==> src/rtl/multicycle_control.sv <==
// multicycle_control
//   Multi-cycle main control unit for the RV32I core. Every instruction is
//   sequenced through FETCH/DECODE/EXEC/MEM/WB, with a handshake to a
//   variable-latency memory through mem_ready.
//
//   Optional feature macro: MCTRL_ILLEGAL_TRAP_EN
//     defined   : an illegal opcode sets the sticky 'illegal' flag and halts in TRAP
//     undefined : an illegal opcode retires as a NOP straight from DECODE
//
//   Parameters
//     ALUOP_W      width of ALUop (>= 3, bits above 2 are always zero)
//     MEM_TIMEOUT  wait cycles tolerated on mem_ready before trapping (0 = off)
//     CNT_W        width of the retired-instruction counter
//
//   Ports
//     clk          rising-edge clock
//     rst          asynchronous active-low reset
//     instr        opcode field, sampled only in DECODE
//     mem_ready    memory completes the current fetch/load/store this cycle
//     pc_write .. jump   datapath controls
//     ALUop        ALU operation class
//     state        current state (debug)
//     retire       one-cycle pulse per completed instruction
//     instret      retired-instruction count, wraps
//     illegal      sticky illegal-opcode flag
//     mem_timeout  sticky memory-timeout flag
//
//   state   | meaning
//   --------+-----------------------------------------------
//   FETCH   | read instruction memory, wait for mem_ready
//   DECODE  | latch opcode class
//   EXEC    | ALU operation / branch resolve
//   MEM     | data load or store, wait for mem_ready
//   WB      | register file write-back
//   TRAP    | halted until reset

module multicycle_control #(
   parameter int ALUOP_W     = 3,
   parameter int MEM_TIMEOUT = 16,
   parameter int CNT_W       = 32
) (
   input  logic               clk,
   input  logic               rst,
   input  logic [6:0]         instr,
   input  logic               mem_ready,
   output logic               pc_write,
   output logic               ir_write,
   output logic               branch,
   output logic               memread,
   output logic               memtoreg,
   output logic               memwrite,
   output logic               ALUsrc,
   output logic               regwrite,
   output logic               jump,
   output logic [ALUOP_W-1:0] ALUop,
   output logic [2:0]         state,
   output logic               retire,
   output logic [CNT_W-1:0]   instret,
   output logic               illegal,
   output logic               mem_timeout
);

   localparam int WAIT_W = (MEM_TIMEOUT > 1) ? $clog2(MEM_TIMEOUT + 1) : 1;

   typedef enum logic [2:0] {
      S_FETCH  = 3'd0,
      S_DECODE = 3'd1,
      S_EXEC   = 3'd2,
      S_MEM    = 3'd3,
      S_WB     = 3'd4,
      S_TRAP   = 3'd5
   } state_t;

   typedef enum logic [3:0] {
      C_NONE, C_R, C_LOAD, C_STORE, C_BRANCH, C_IMM, C_JALR, C_JAL, C_LUI, C_AUIPC
   } cls_t;

   state_t            state_q, state_nx;
   cls_t              cls_q, cls_nx, dec_cls;
   logic [WAIT_W-1:0] wait_q, wait_nx;
   logic              wait_hit;
   logic              set_illegal, set_timeout;

   logic pc_write_c, ir_write_c, branch_c, memread_c, memtoreg_c;
   logic memwrite_c, alusrc_c, regwrite_c, jump_c, retire_c;
   logic [2:0] aluop_c;

   always_comb begin
      case (instr)
         7'b0110011: dec_cls = C_R;
         7'b0000011: dec_cls = C_LOAD;
         7'b0100011: dec_cls = C_STORE;
         7'b1100011: dec_cls = C_BRANCH;
         7'b0010011: dec_cls = C_IMM;
         7'b1100111: dec_cls = C_JALR;
         7'b1101111: dec_cls = C_JAL;
         7'b0110111: dec_cls = C_LUI;
         7'b0010111: dec_cls = C_AUIPC;
         default:    dec_cls = C_NONE;
      endcase
   end

   // Trap fires on the wait cycle that would bring the count to the limit;
   // mem_ready on that same cycle takes priority because it is required low.
   assign wait_hit = (MEM_TIMEOUT != 0) && !mem_ready
                     && (wait_q == WAIT_W'(MEM_TIMEOUT - 1));

   always_comb begin
      state_nx    = state_q;
      cls_nx      = cls_q;
      set_illegal = 1'b0;
      set_timeout = 1'b0;
      pc_write_c  = 1'b0;
      ir_write_c  = 1'b0;
      branch_c    = 1'b0;
      memread_c   = 1'b0;
      memtoreg_c  = 1'b0;
      memwrite_c  = 1'b0;
      alusrc_c    = 1'b0;
      regwrite_c  = 1'b0;
      jump_c      = 1'b0;
      retire_c    = 1'b0;
      aluop_c     = 3'b000;
      case (state_q)
         S_FETCH: begin
            memread_c = 1'b1;
            if (mem_ready) begin
               ir_write_c = 1'b1;
               pc_write_c = 1'b1;
               state_nx   = S_DECODE;
            end else if (wait_hit) begin
               set_timeout = 1'b1;
               state_nx    = S_TRAP;
            end
         end
         S_DECODE: begin
            cls_nx = dec_cls;
            if (dec_cls == C_NONE) begin
`ifdef MCTRL_ILLEGAL_TRAP_EN
               set_illegal = 1'b1;
               state_nx    = S_TRAP;
`else
               retire_c = 1'b1;
               state_nx = S_FETCH;
`endif
            end else begin
               state_nx = S_EXEC;
            end
         end
         S_EXEC: begin
            state_nx = S_WB;
            case (cls_q)
               C_R: aluop_c = 3'b010;
               C_IMM: begin
                  alusrc_c = 1'b1;
                  aluop_c  = 3'b011;
               end
               C_LOAD, C_STORE: begin
                  alusrc_c = 1'b1;
                  state_nx = S_MEM;
               end
               C_BRANCH: begin
                  branch_c = 1'b1;
                  aluop_c  = 3'b001;
                  retire_c = 1'b1;
                  state_nx = S_FETCH;
               end
               C_JAL, C_JALR: begin
                  jump_c   = 1'b1;
                  alusrc_c = 1'b1;
               end
               C_LUI: begin
                  alusrc_c = 1'b1;
                  aluop_c  = 3'b100;
               end
               C_AUIPC: alusrc_c = 1'b1;
               default: state_nx = S_FETCH;
            endcase
         end
         S_MEM: begin
            memread_c  = (cls_q == C_LOAD);
            memwrite_c = (cls_q != C_LOAD);
            if (mem_ready) begin
               if (cls_q == C_LOAD) begin
                  state_nx = S_WB;
               end else begin
                  retire_c = 1'b1;
                  state_nx = S_FETCH;
               end
            end else if (wait_hit) begin
               set_timeout = 1'b1;
               state_nx    = S_TRAP;
            end
         end
         S_WB: begin
            regwrite_c = 1'b1;
            memtoreg_c = (cls_q == C_LOAD);
            retire_c   = 1'b1;
            state_nx   = S_FETCH;
         end
         S_TRAP: state_nx = S_TRAP;
         default: state_nx = S_FETCH;
      endcase
   end

   // Counter runs only while parked in FETCH or MEM; any state change clears it.
   always_comb begin
      wait_nx = '0;
      if ((state_nx == state_q) && ((state_q == S_FETCH) || (state_q == S_MEM)))
         wait_nx = wait_q + 1'b1;
   end

   always_ff @(posedge clk or negedge rst) begin
      if (!rst) begin
         state_q     <= S_FETCH;
         cls_q       <= C_NONE;
         wait_q      <= '0;
         instret     <= '0;
         illegal     <= 1'b0;
         mem_timeout <= 1'b0;
      end else begin
         state_q <= state_nx;
         cls_q   <= cls_nx;
         wait_q  <= wait_nx;
         if (retire_c)
            instret <= instret + 1'b1;
         if (set_illegal)
            illegal <= 1'b1;
         if (set_timeout)
            mem_timeout <= 1'b1;
      end
   end

   // Gate with rst so FETCH's memread does not leak out while reset is held.
   assign pc_write = rst & pc_write_c;
   assign ir_write = rst & ir_write_c;
   assign branch   = rst & branch_c;
   assign memread  = rst & memread_c;
   assign memtoreg = rst & memtoreg_c;
   assign memwrite = rst & memwrite_c;
   assign ALUsrc   = rst & alusrc_c;
   assign regwrite = rst & regwrite_c;
   assign jump     = rst & jump_c;
   assign retire   = rst & retire_c;
   assign ALUop    = rst ? ALUOP_W'(aluop_c) : '0;
   assign state    = state_q;

endmodule

==> config.mk <==
export PLATFORM = sky130hd
export DESIGN_NAME = multicycle_control
export DESIGN_NICKNAME = d
export VERILOG_FILES = /design/src/rtl/multicycle_control.sv
export SDC_FILE = /design/constraint.sdc
export NUM_CORES = 1
export LEC_CHECK = 0
export ABC_AREA = 1
export CAP_MARGIN = 20
export CORE_ASPECT_RATIO = 0.5
export CORE_MARGIN = 2
export CORE_UTILIZATION = 30
export DETAILED_ROUTE_END_ITERATION = 16
export GPL_ROUTABILITY_DRIVEN = 0
export HOLD_SLACK_MARGIN = 0.1
export PLACE_DENSITY_LB_ADDON = 0.05
export SETUP_SLACK_MARGIN = 0.1
export SYNTH_ARGS = -nofsm -noshare
export SYNTH_HDL_FRONTEND = slang
export SYNTH_SLANG_ARGS = --single-unit
==> constraint.sdc <==
create_clock -name clk -period 1.8 [get_ports clk]
set_input_delay 0.27 -clock clk [delete_from_list [all_inputs] [get_ports clk]]
set_output_delay 0.27 -clock clk [all_outputs]
set_load 0.05 [all_outputs]
== Yosys cells after proc, flatten, opt, wreduce, memory -nomap -nowiden ==
Cells that the tools add are included.
Word-level totals
  flip-flop bits (word level): 45
  latch bits: 0
  bits in writable memories: 0
  memory bits (read-only): 0
  bits of input ports: 10
  output and inout port bits: 50
  logic and storage cells: 84
  memories kept: 0
Cells by class
  add/subtract/negate cells: 2
  multiply operators: 0
  div/mod/pow operators: 0
  $lt $le $gt $ge: 0
  equal/unequal tests: 26
  shift-type cells: 0
  mux-type cells: 31
  bitwise logic cells: 9
  reductions and logical operators: 11
Operator list (count)
  $pmux W4 S9: 1
  $add A32 B1 Y32 const B: 1
  $eq A7 B6 Y1 const B: 3
  $eq A7 B7 Y1 const B: 3
  $mux W3: 6
  $mux W1: 17
  $eq A4 B3 Y1 const B: 4
  $pmux W3 S5: 1
  $eq A7 B5 Y1 const B: 2
  $pmux W3 S4: 1
  $and A1 B1 Y1: 9
  $eq A4 B2 Y1 const B: 2
  $eq A4 B4 Y1 const B: 2
  $eq A7 B2 Y1 const B: 1
  $reduce_or A7 Y1: 1
  $eq A3 B2 Y1 const B: 2
  $eq A3 B3 Y1 const B: 2
  $pmux W3 S2: 1
  $reduce_or A2 Y1: 3
  $reduce_or A6 Y1: 1
  $add A5 B1 Y5 const B: 1
  $eq A5 B4 Y1 const B: 1
  $mux W5: 1
  $eq A4 B1 Y1 const B: 1
  11 further kinds: 12

== Logic depth before layout (Yosys ltp) ==
Gate-level depths: netlist of the first run.
  word-level depth: 8
  mapped depth: 10
  gate-level depth less buffers: 10

== Least setup slack after synthesis of the first run ==
OpenSTA, ideal clock, no wires.
  path kind: register -> output
  start: register state_q[1], in the netlist state[1]
  end: output port ALUop[1]
  arrival: 2.553 ns
  required time: 1.530 ns
  slack: -1.023 ns
  cell stages (with the launch flop): 5
  buffers on the path: 0
  cell sequence: dfrtp_1 > nand3_1 > nor2_1 > inv_1 > nor4_1
On the way
  longest elaborated chain between the ends: 3
RTL lines
  from (decl): line 78  | state_t state_q, state_nx;
  from (signal assigned): line 222  | state_q <= state_nx;
  $eq A3 B2 Y1: line 124  | case (state_q)
  $mux W3: line 124
  $mux W3: line 245  | assign ALUop = rst ? ALUOP_W'(aluop_c) : '0;
  to (decl): line 55  | output logic [ALUOP_W-1:0] ALUop,
No other way between the ends.

== Worst setup path in the final report of the first run ==
  start: register state_q[1], in the netlist state[1]
  end: output port retire
On the way
  longest elaborated chain between the ends: 3
  elaborated cells on any way between the ends: 6
  those cells by class: 4 x eq/ne; 1 x mux; 1 x bitwise
RTL lines
  $eq A3 B3 Y1 (tied with other cells): line 124
  $pmux W1 S4 *: line 124
  $and A1 B1 Y1 *: line 244  | assign retire = rst & retire_c;
  to (decl): line 57  | output logic retire,
Mark *: on every way between the ends. The rest lies on a longest branch, timed or not.

==> impl_results.md, run 1 <==
- Post-DP HPWL: 6670 microns
- WHS: 0.0757 ns
- Pint: 2.63 mW
- Top-area cell type share of the netlist area: between 30% and 40%
- Total track usage: 17.3%
- Reg2reg end: wait_q[0]
- Switching Power: 1.81 mW
- Layout cell share with drive strength beyond 1: roughly a third
- Failing checks: negative setup slack
- H-tree levels: 2
- Critical Path Sink Type: primary output
- Max Root-Sink Buffers: 2
- Starting Density: 30.6%
- Crit Path Class: reg -> out
- Clock power share: 24.7%
- Max VDD drop: 0.000517 V
- Top-Level Pins: 60
- Slew Limit Fails: 0
- Die W: 148 microns
- N_diodes: 0
- Skew-Pair Late Insertion Delay: 0.29 ns
- Worst reg2reg startpoint: wait_q[1]
- Final Hold Fails: 0
- Critical path data arrival time: about 1.6 ns
- Share of flip-flops with an asynchronous set or reset: 100%
- Vert. Die Dim: approximately 76 microns
- Netlist cell types: 30
- Fill count: 1022
- # rows: 26
- Final-stage net count: 581
- CP required: around 1.5 ns
- Clk sinks: 45
- Comb pwr share: 47.1%
- Compound-Gate Fraction of Synth Area: 2.50%
- F_max: around 530 MHz
- Die area: roughly 0.011 sq mm
- Total of max-cap violations: 0
- Largest net degree at the start of global routing: 46
- Crit share post-route: 104%
- Post-synthesis xor/xnor area fraction: between 5 and 6%
- Simple-gate share of the synthesized area: 48.0%
- Initial antenna violation count: 0
- Port bufs: between 50 and 60
- Mean Syn Cell Area: ~6.7 sq um
- Dominant cell by count in the synthesized netlist: nand2_1
- Adder-cell share of the synthesized area: 1.21%
- Vias per cell: approximately 4.5
- Top cells by area, synth: dfrtp_1 (36%), nand2_1 (21%), nand3_1 (8.2%), nor2_1 (7.4%), inv_1 (4.1%)
- Setup ws final: -0.0726 ns
- Post-synth top cells: nand2_1 (174), nor2_1 (61), nand3_1 (51)
- RSZ-0062 raised after global routing: true
- FF-to-FF path depth: 10
- Reg2reg setup slack: 0.09 ns
- Worst-path clk slew: approximately 0.07 ns
- Max-slew headroom: 60.9%
- Fin Clk Skew: 0.00566 ns
- Vias in the first global route: 3062
- Pre-CTS setup slack: -0.332 ns
- Seq/Total Area, Yosys: between 30% and 40%
- Dominant cell type by area after synthesis: dfrtp_1
- Startpoint Class: flip-flop
- Post-synth EDFFs: 0
- Via Count: ~3.2k
- Grt total ovfl: 0
- Syn Nets: about 480
- Iter 0 DRT Violations: 102
- CTS Buf Count: 5
- Hold buffers post-CTS: 0
- Clock Root Buffer: clkbuf_16
- Sw frac: 40.8%
- Placeable Area: 0.0101 sq mm
- Largest family of logic cells by synthesized area: simple AND/OR/NAND/NOR gates
- Setup TNS: -0.302 ns
- First-pass GRT wire length: 15200 microns
- Area grow syn2layout: 55.2%
- Power per cell area: 923 mW/mm^2
- Hold crit path type: in -> async
- Post-Syn Area: a little over 0.003 sq mm
- Synth Warn #: 0
- Minimum clock period: approximately 1.9 ns
- Final setup fails: 6
- Status: finished with violations
- CTS tree: yes
- Multiplexer area fraction after synthesis: 0%
- Leakage: 2.31 nW
- Post-DRT Antenna Nets: 0
- FF+latch count, synth: 45
- DRC: 0
- Ys flop type: dfrtp_1
- Crit-path max FO: 5
- Final wirelength: 9010 microns
- DRT Pass-1 Iters: 4
- Worst Max-Slew Pin Slew: 0.587 ns
- Cells after synthesis: between 400 and 500
- Flop pwr share: 28.2%
- Routed WL per cell: 12.7 microns
## how the worst max path moves through the flow
stage / from / endpoint / slack [ns] / cells past startpoint
finish: state[1] / retire / -0.07 / 7
detailed placement: instr[4] / instret[28] / -0.33 / 11
global route: state[2] / memread / -0.16 / 8
global placement: instr[1] / instret[28] / -0.30 / 11
floorplan: state[0] / retire / -0.06 / 6
CTS: state[2] / retire / -0.16 / 6
## cells by family (layout without fill, tap and decap cells)
group,count (synthesis),after routing
AND/OR/NAND/NOR,334,334
XOR/XNOR,18,18
adder cells (fa/ha/maj),3,3
buffers and inverters,49,154
flip-flops,45,45
other,1,1
AO/OA/AOI/OAI,14,14
## power groups by stage
stage,sequential [mW],clock [mW],combinational (mW)
after floorplan,1.49,0,0.928
final,1.25,1.10,2.09
after CTS,1.25,1.13,1.95
after global placement,1.27,0,1.76
after detailed placement,1.27,0,1.76
after global routing,1.27,1.18,2.28
## layout by cell type (no fill, tap or decap), types with 3 or more instances in the layout
cell,n
nor3_1,4
nand4_1,5
buf_12,16
inv_1,28
nor2_1,39
nor2_4,7
buf_6,5
nand3_4,4
xnor2_1,5
nand3b_1,12
nor3_4,6
dfrtp_2,11
o21ai_0,6
nor3_2,7
nand2_1,164
nand3_2,3
xor2_1,13
dlymetal6s2s_1,7
dfrtp_1,34
clkbuf_16,5
nor2_2,19
inv_2,8
nand2_2,11
nand3_1,47
buf_4,78
## layout make-up
| type | count | area (sq um) | area share, % |
|---|---|---|---|
| clock buffer | 6 | 139 | 2.89 |
| clock inverter | 2 | 37.5 | 0.780 |
| inverter | 38 | 148 | 3.07 |
| multi-input combinational | 370 | 2110 | 43.8 |
| sequential | 45 | 1140 | 23.7 |
| tap | 140 | 175 | 3.64 |
| timing repair buffer | 108 | 1060 | 22.1 |
## stage by stage
stage | util [%] | power [mW] | std cells | instance area [sq um]
finish | 47.6 | 4.44 | 709 | 4810
global route | 47.6 | 4.72 | 709 | 4810
CTS | 45.8 | 4.33 | 705 | 4640
detailed placement | 41.8 | 3.02 | 681 | 4230
global placement | 41.8 | 3.02 | 681 | 4230
floorplan | - | 2.42 | 464 | 3280
## sequential cells by signal, indices dropped and copies added, names as in the netlist
name,flops
mem_timeout,1
instret,32
wait_q,5
state,3
cls_q,4
## critical path, cell delays in order, from the launching register on
cell and delay [ns]:
dfrtp_2 0.44, buf_12 0.15, inv_1 0.06, nand2_2 0.06, nor2_4 0.12, nand3_2 0.13
a21oi_4 0.21, buf_12 0.15
## layer usage
layer | GRT usage [%] | up-vias | wire length, microns
li1 | - | 1684 | -
met1 | 23.7 | 1462 | 4490
met2 | 28.8 | 64 | 4100
met3 | 3.11 | 6 | 343
met4 | 4.38 | 0 | 86
met5 | 0 | - | 0
## timing repair
item	in CTS	in global routing
gates cloned	0	0
pin swaps	17	14
gates resized for setup	29	44
buffers inserted	16	4
setup endpoints to repair	50	50
endpoints found under the hold margin	0	0
Power figures use the tool's default switching activity.
==> inputs of run 2 (changes only) <==
--- a/config.mk
+++ b/config.mk
@@ -12,7 +12,6 @@
 export CORE_UTILIZATION = 30
 export DETAILED_ROUTE_END_ITERATION = 16
 export GPL_ROUTABILITY_DRIVEN = 0
-export HOLD_SLACK_MARGIN = 0.1
 export PLACE_DENSITY_LB_ADDON = 0.05
 export SETUP_SLACK_MARGIN = 0.1
 export SYNTH_ARGS = -nofsm -noshare
==> results of run 2 <==
No change in the layout: final DEF, timing and power equal those of run 1.
==> RTL change 1 (config.mk and constraints of run 1) <==
Add a define of `MCTRL_ILLEGAL_TRAP_EN`.
--- a/src/rtl/multicycle_control.sv
+++ b/src/rtl/multicycle_control.sv
@@ -33,6 +33,8 @@
 //   MEM     | data load or store, wait for mem_ready
 //   WB      | register file write-back
 //   TRAP    | halted until reset
+
+`define MCTRL_ILLEGAL_TRAP_EN
 
 module multicycle_control #(
    parameter int ALUOP_W     = 3,
Check against the original RTL: not equivalent (a bounded check fails within 4 cycles, from zero or initial values and one cycle with rst low).
==> RTL change 1 against run 1 <==
The run still ends with negative setup slack left. Highest routed layer unchanged. Power increased by 24%. Final area increased by 3.2%. Maximum frequency decreased by 2.1%. Die area decreased by 7.6%. Combinational power increased by 51%. Register-to-register slack got worse by 190 ps. Sequential cell count increased by 1. Synthesized area decreased by 7.9%. Wire length increased by 3.6%. First-iteration DRC count decreased by 14%. Setup slack got worse by 40 ps.
==> RTL change 1: results (changes against run 1) <==
- Count of buffers added by post-CTS timing repair for setup: 27 (+11)
- LEAKAGE: 2.343 nW (+1.6%)
- The first-pass GRT wire length came to 14.30 mm (-5.9%).
- The post-synthesis net count came to 413 (-13%).
* Fraction of final layout cells with drive strength greater than 1: 0.4398 (+0.08836)
* Detailed router's first-iteration violation count: 88 (-14%)
- The post-layout instance count excluding filler cells was 653 (-7.9%).
- The checks that failed: negative setup slack.
* Overall routing resource usage: 0.1768 (+0.003956)
- Number of placed cells counting well taps: 604 (-11%)
* Commonest cells post-synth: 122 x sky130_fd_sc_hd__nand2_1, 55 x sky130_fd_sc_hd__nor2_1, 46 x sky130_fd_sc_hd__dfrtp_1, 46 x sky130_fd_sc_hd__inv_1, 26 x sky130_fd_sc_hd__xor2_1
- The setup total negative slack is -966.1 ps (-663.8 ps).
* Outcome: finished, violations left
* Worst hold slack across all endpoints: 127.3 ps (+51.64 ps)
* Hold buffer count at CTS: 1 (+1)
* Count of buffers inserted at the top-level ports: 59 (+1.7%)
* Number of unique standard cell types used by synthesis: 28 (-6.7%)
- The number of fill cells is 882 (-14%).
- Vias in the first global route: 2938 (-4.0%)
- Maximum number of pins on one net before global-route repair: 33 (-28%)
- The worst slew margin relative to its limit came to 0.6617 (+0.05321).
- The final setup slack of the worst path was -112.8 ps (-40.17 ps).
* Ranking of synthesized cells by area: sky130_fd_sc_hd__dfrtp_1 40%, sky130_fd_sc_hd__nand2_1 16%, sky130_fd_sc_hd__xor2_1 8.0%, sky130_fd_sc_hd__nor2_1 7.2%, sky130_fd_sc_hd__inv_1 6.0%
* Number of resized instances in the post-cts repair step: 66 (+130%)
* Longest individual stage delay on the worst path: 470 ps (+30 ps)
* Placed Instance Area: 3923 µm² (-7.3%)
- Post-Synth Adder-Cell Area: 0.01315 (+0.001041)
- The fraction of the yosys area taken by sequential cells was 0.4033 (+0.03999).
* Gate Count Post-Synth: 400 (-14%)
* Post-Place Worst Slack: -174.9 ps (+157.2 ps)
- The maximum resistive drop on vdd is 625.8 µV (+21%).
- Compound-cell area share of the yosys netlist: 0.05042 (+0.02539)
* Post-detailed-placement half-perimeter wirelength: 6.391 mm (-4.1%)
* WL/cell: 14.29 µm (+12%)
- Net total in the final layout: 544 (-6.4%)
* Average via count per standard cell: 4.718 (+4.0%)
* Area share of xor/xnor cells in the synthesized design: 0.1013 (+0.05040)
- The data arrival at the endpoint of the critical path is 1640 ps (+40 ps).
- The total setup violations reported at the end of the flow came to 14 (+8).
- The register-to-register setup slack came to -100 ps (-190 ps).
RTL change 1: cell types whose count changed after synthesis, moves of 3 or more:
cell	delta
sky130_fd_sc_hd__nor2_1	-6
sky130_fd_sc_hd__nor3_1	+7
sky130_fd_sc_hd__nand2_1	-52
sky130_fd_sc_hd__inv_2	-3
sky130_fd_sc_hd__o21ai_1	+6
sky130_fd_sc_hd__buf_2	-5
sky130_fd_sc_hd__inv_1	+12
sky130_fd_sc_hd__o21ai_0	+7
sky130_fd_sc_hd__nand3_1	-30
sky130_fd_sc_hd__xor2_1	+13
sky130_fd_sc_hd__nand3b_1	-12
RTL change 1: power by group through the flow:
stage          Combinational, W  Sequential [W]  Clock (W)
2_1_floorplan          0.000879         0.00178          0
3_3_place_gp            0.00200         0.00139          0
3_5_place_dp            0.00201         0.00138          0
4_1_cts                 0.00258         0.00137   0.000989
5_1_grt                 0.00333         0.00141    0.00102
6_report                0.00315         0.00139   0.000963
RTL change 1: path summary, 6_finish.rpt:
kind | depth (start not counted) | to | startpoint
worst min-delay path | 2 | cls_q[0] | rst
min in group clk | 1 | mem_timeout | mem_timeout
worst max-delay path | 6 | ir_write | state[0]
worst min register to register | 1 | mem_timeout | mem_timeout
max in group asynchronous | 2 | mem_timeout | rst
worst max register to register | 12 | wait_q[1] | wait_q[1]
RTL change 1: layer usage:
layer  wire (µm)  track usage  vias up
li1            -            -     1522
met1        4076       0.2248     1475
met2        4718       0.3064       70
met3         379      0.04134       14
met4         159      0.05000        0
met5           0            0        -
RTL change 1: area by class of cell:
cell class,count,area [µm²],area share
clock inverters,1,5.005,0.001008
well taps,121,151.4,0.03050
repair inverters,1,7.507,0.001512
inverters,47,193.9,0.03907
clock buffers,7,142.6,0.02874
multi-input cells,301,1962,0.3953
repair buffers,129,1339,0.2697
flip-flops and latches,46,1162,0.2342
==> RTL change 2 (settings of run 1) <==
Without the edit above. Encoding of `cls_t`: now one-hot (10 bits for 10 values).
--- a/src/rtl/multicycle_control.sv
+++ b/src/rtl/multicycle_control.sv
@@ -71,8 +71,8 @@
       S_TRAP   = 3'd5
    } state_t;
 
-   typedef enum logic [3:0] {
-      C_NONE, C_R, C_LOAD, C_STORE, C_BRANCH, C_IMM, C_JALR, C_JAL, C_LUI, C_AUIPC
+   typedef enum logic [9:0] {
+      C_NONE = 10'b0000000001, C_R = 10'b0000000010, C_LOAD = 10'b0000000100, C_STORE = 10'b0000001000, C_BRANCH = 10'b0000010000, C_IMM = 10'b0000100000, C_JALR = 10'b0001000000, C_JAL = 10'b0010000000, C_LUI = 10'b0100000000, C_AUIPC = 10'b1000000000
    } cls_t;
 
    state_t            state_q, state_nx;
Behaviour: no difference found for any inputs over 10 cycles, from zero or initial values and one cycle with rst low; not proved beyond that.
==> RTL change 2 against run 1 <==
The run still ends with negative setup slack left. Power is 5.8% lower. Sequential cell count is 6 higher. Final area rose by 4.9%. Setup slack got worse by 100 ps. Register-to-register slack better by 80 ps. Worst hold slack lost 31 ps. Wire length rose by 12%. Synthesized cell count rose by 7.1%. Cell count rose by 5.4%. Synthesized area is 9.7% higher. Global-route usage grew 0.28 points. First-iteration DRC count down 7.8%.
==> RTL change 2: results (changes against run 1) <==
* Violations in the final reports: negative setup slack
* Average via count per standard cell: 4.627 (+2.0%)
* Routed metal-1 wire length: 5.124 mm (+14%)
* CP Data Arrival Time: 1700 ps (+100 ps)
* Transition time at the pin with the least slew margin: 577.4 ps (-9.844 ps)
* Mapped Nets: 510 (+6.9%)
* Worst r2r path cells: 8 (-2)
- The setup total negative slack came to -1055 ps (-752.6 ps).
- The maximum fanout along the worst path was 3 (-2).
- The placement-stage cell area was 4537 µm² (+7.2%).
- Final Setup Violations: 9 (+3)
- Net total in the final layout: 614 (+5.7%)
- The average size of a mapped cell is 6.843 µm² (+2.4%).
* Power density of the placed cells: 829.1 nW/µm² (-10%)
* Outcome: finished, violations left
- Clock skew after layout: 9.857 ps (+4.201 ps)
* Post-route worst setup slack: -173.9 ps (-101.3 ps)
- The number of DRC violations after detailed-routing iteration 0 was 94 (-7.8%).
* Commonest cells post-synth: 154 x sky130_fd_sc_hd__nand2_1, 70 x sky130_fd_sc_hd__nor2_1, 62 x sky130_fd_sc_hd__inv_1
- Amount of wire on met2 after detailed routing: 4.430 mm (+8.1%)
- The overall global routing resource usage came to 0.1756 (+0.002778).
- The cts-stage hold buffer count is 1 (+1).
* Sequential area share after synthesis: 0.3756 (+0.01230)
- Post-detailed-placement half-perimeter wirelength: 7.675 mm (+15%)
- The area fraction of the dominant cell type after synthesis was 0.3679 (+0.004575).
- Maximum number of pins on one net before global-route repair: 57 (+24%)
- Number of unique standard cell types used by synthesis: 35 (+17%)
- The met3 wire length was 440 µm (+28%).
- The via count of the first global-routing pass came to 3392 (+11%).
* Ranking of synthesized cells by area: sky130_fd_sc_hd__dfrtp_1 37%, sky130_fd_sc_hd__nand2_1 17%, sky130_fd_sc_hd__nor2_1 7.7%, sky130_fd_sc_hd__inv_1 6.8%, sky130_fd_sc_hd__nand3_1 5.2%
- Fill cell total of the finished layout: 1136 (+11%)
* Slowest cell on crit path: sky130_fd_sc_hd__dfstp_2
- Fraction of final layout cells with drive strength greater than 1: 0.3355 (-0.01595)
- Non-filler instance count after layout: 747 (+5.4%)
[RTL change 2: area by class of cell]
class	instances	area, µm²	area share
clock inverters	1	5.005	0.0009918
well taps	145	181.4	0.03595
repair buffers	106	1005	0.1991
inverters	66	256.5	0.05083
clock buffers	7	132.6	0.02628
flip-flops and latches	51	1294	0.2564
multi-input cells	371	2172	0.4304
[RTL change 2: worst paths after layout]
path,startpoint,end,slack (ps)
min in group clk,mem_ready,state[2],450
max in group asynchronous,rst,cls_q[8],1100
max reg2reg,cls_q[0],instret[13],170
min reg2reg,mem_timeout,mem_timeout,500
min,rst,mem_timeout,40
max,cls_q[0],retire,-170
[RTL change 2: metal layers]
| layer | track usage | up-vias |
|---|---|---|
| met4 | 0.03889 | 0 |
| met2 | 0.2777 | 60 |
| met5 | 0 | - |
| met1 | 0.2456 | 1593 |
| met3 | 0.04039 | 13 |
| li1 | - | 1790 |
[RTL change 2: cell families (layout without fill, tap and decap cells)]
| logic type | after synthesis | after routing | share of synthesized area |
|---|---|---|---|
| AOI/OAI and AO/OA | 44 | 44 | 0.07873 |
| DFF | 51 | 51 | 0.3756 |
| xor gates and xnor gates | 19 | 19 | 0.04893 |
| and+or+nand+nor | 304 | 304 | 0.3896 |
| other | 1 | 1 | 0.001103 |
| buffers and inverters | 75 | 180 | 0.09492 |
| adders and majority gates | 3 | 3 | 0.01104 |
[RTL change 2: timing repair]
item,4_1_cts,5_1_grt
gates resized for setup,40,42
pin swaps,13,11
hold endpoints to repair,5,45
buffers inserted,6,2
endpoints found under the setup margin,20,48
[RTL change 2: report_power, final]
| part | switching [W] | internal [W] |
|---|---|---|
| Clock | 0.000423 | 0.000516 |
| Combinational | 0.00121 | 0.000639 |
| Sequential | 0.000129 | 0.00127 |
| Total | 0.00176 | 0.00242 |
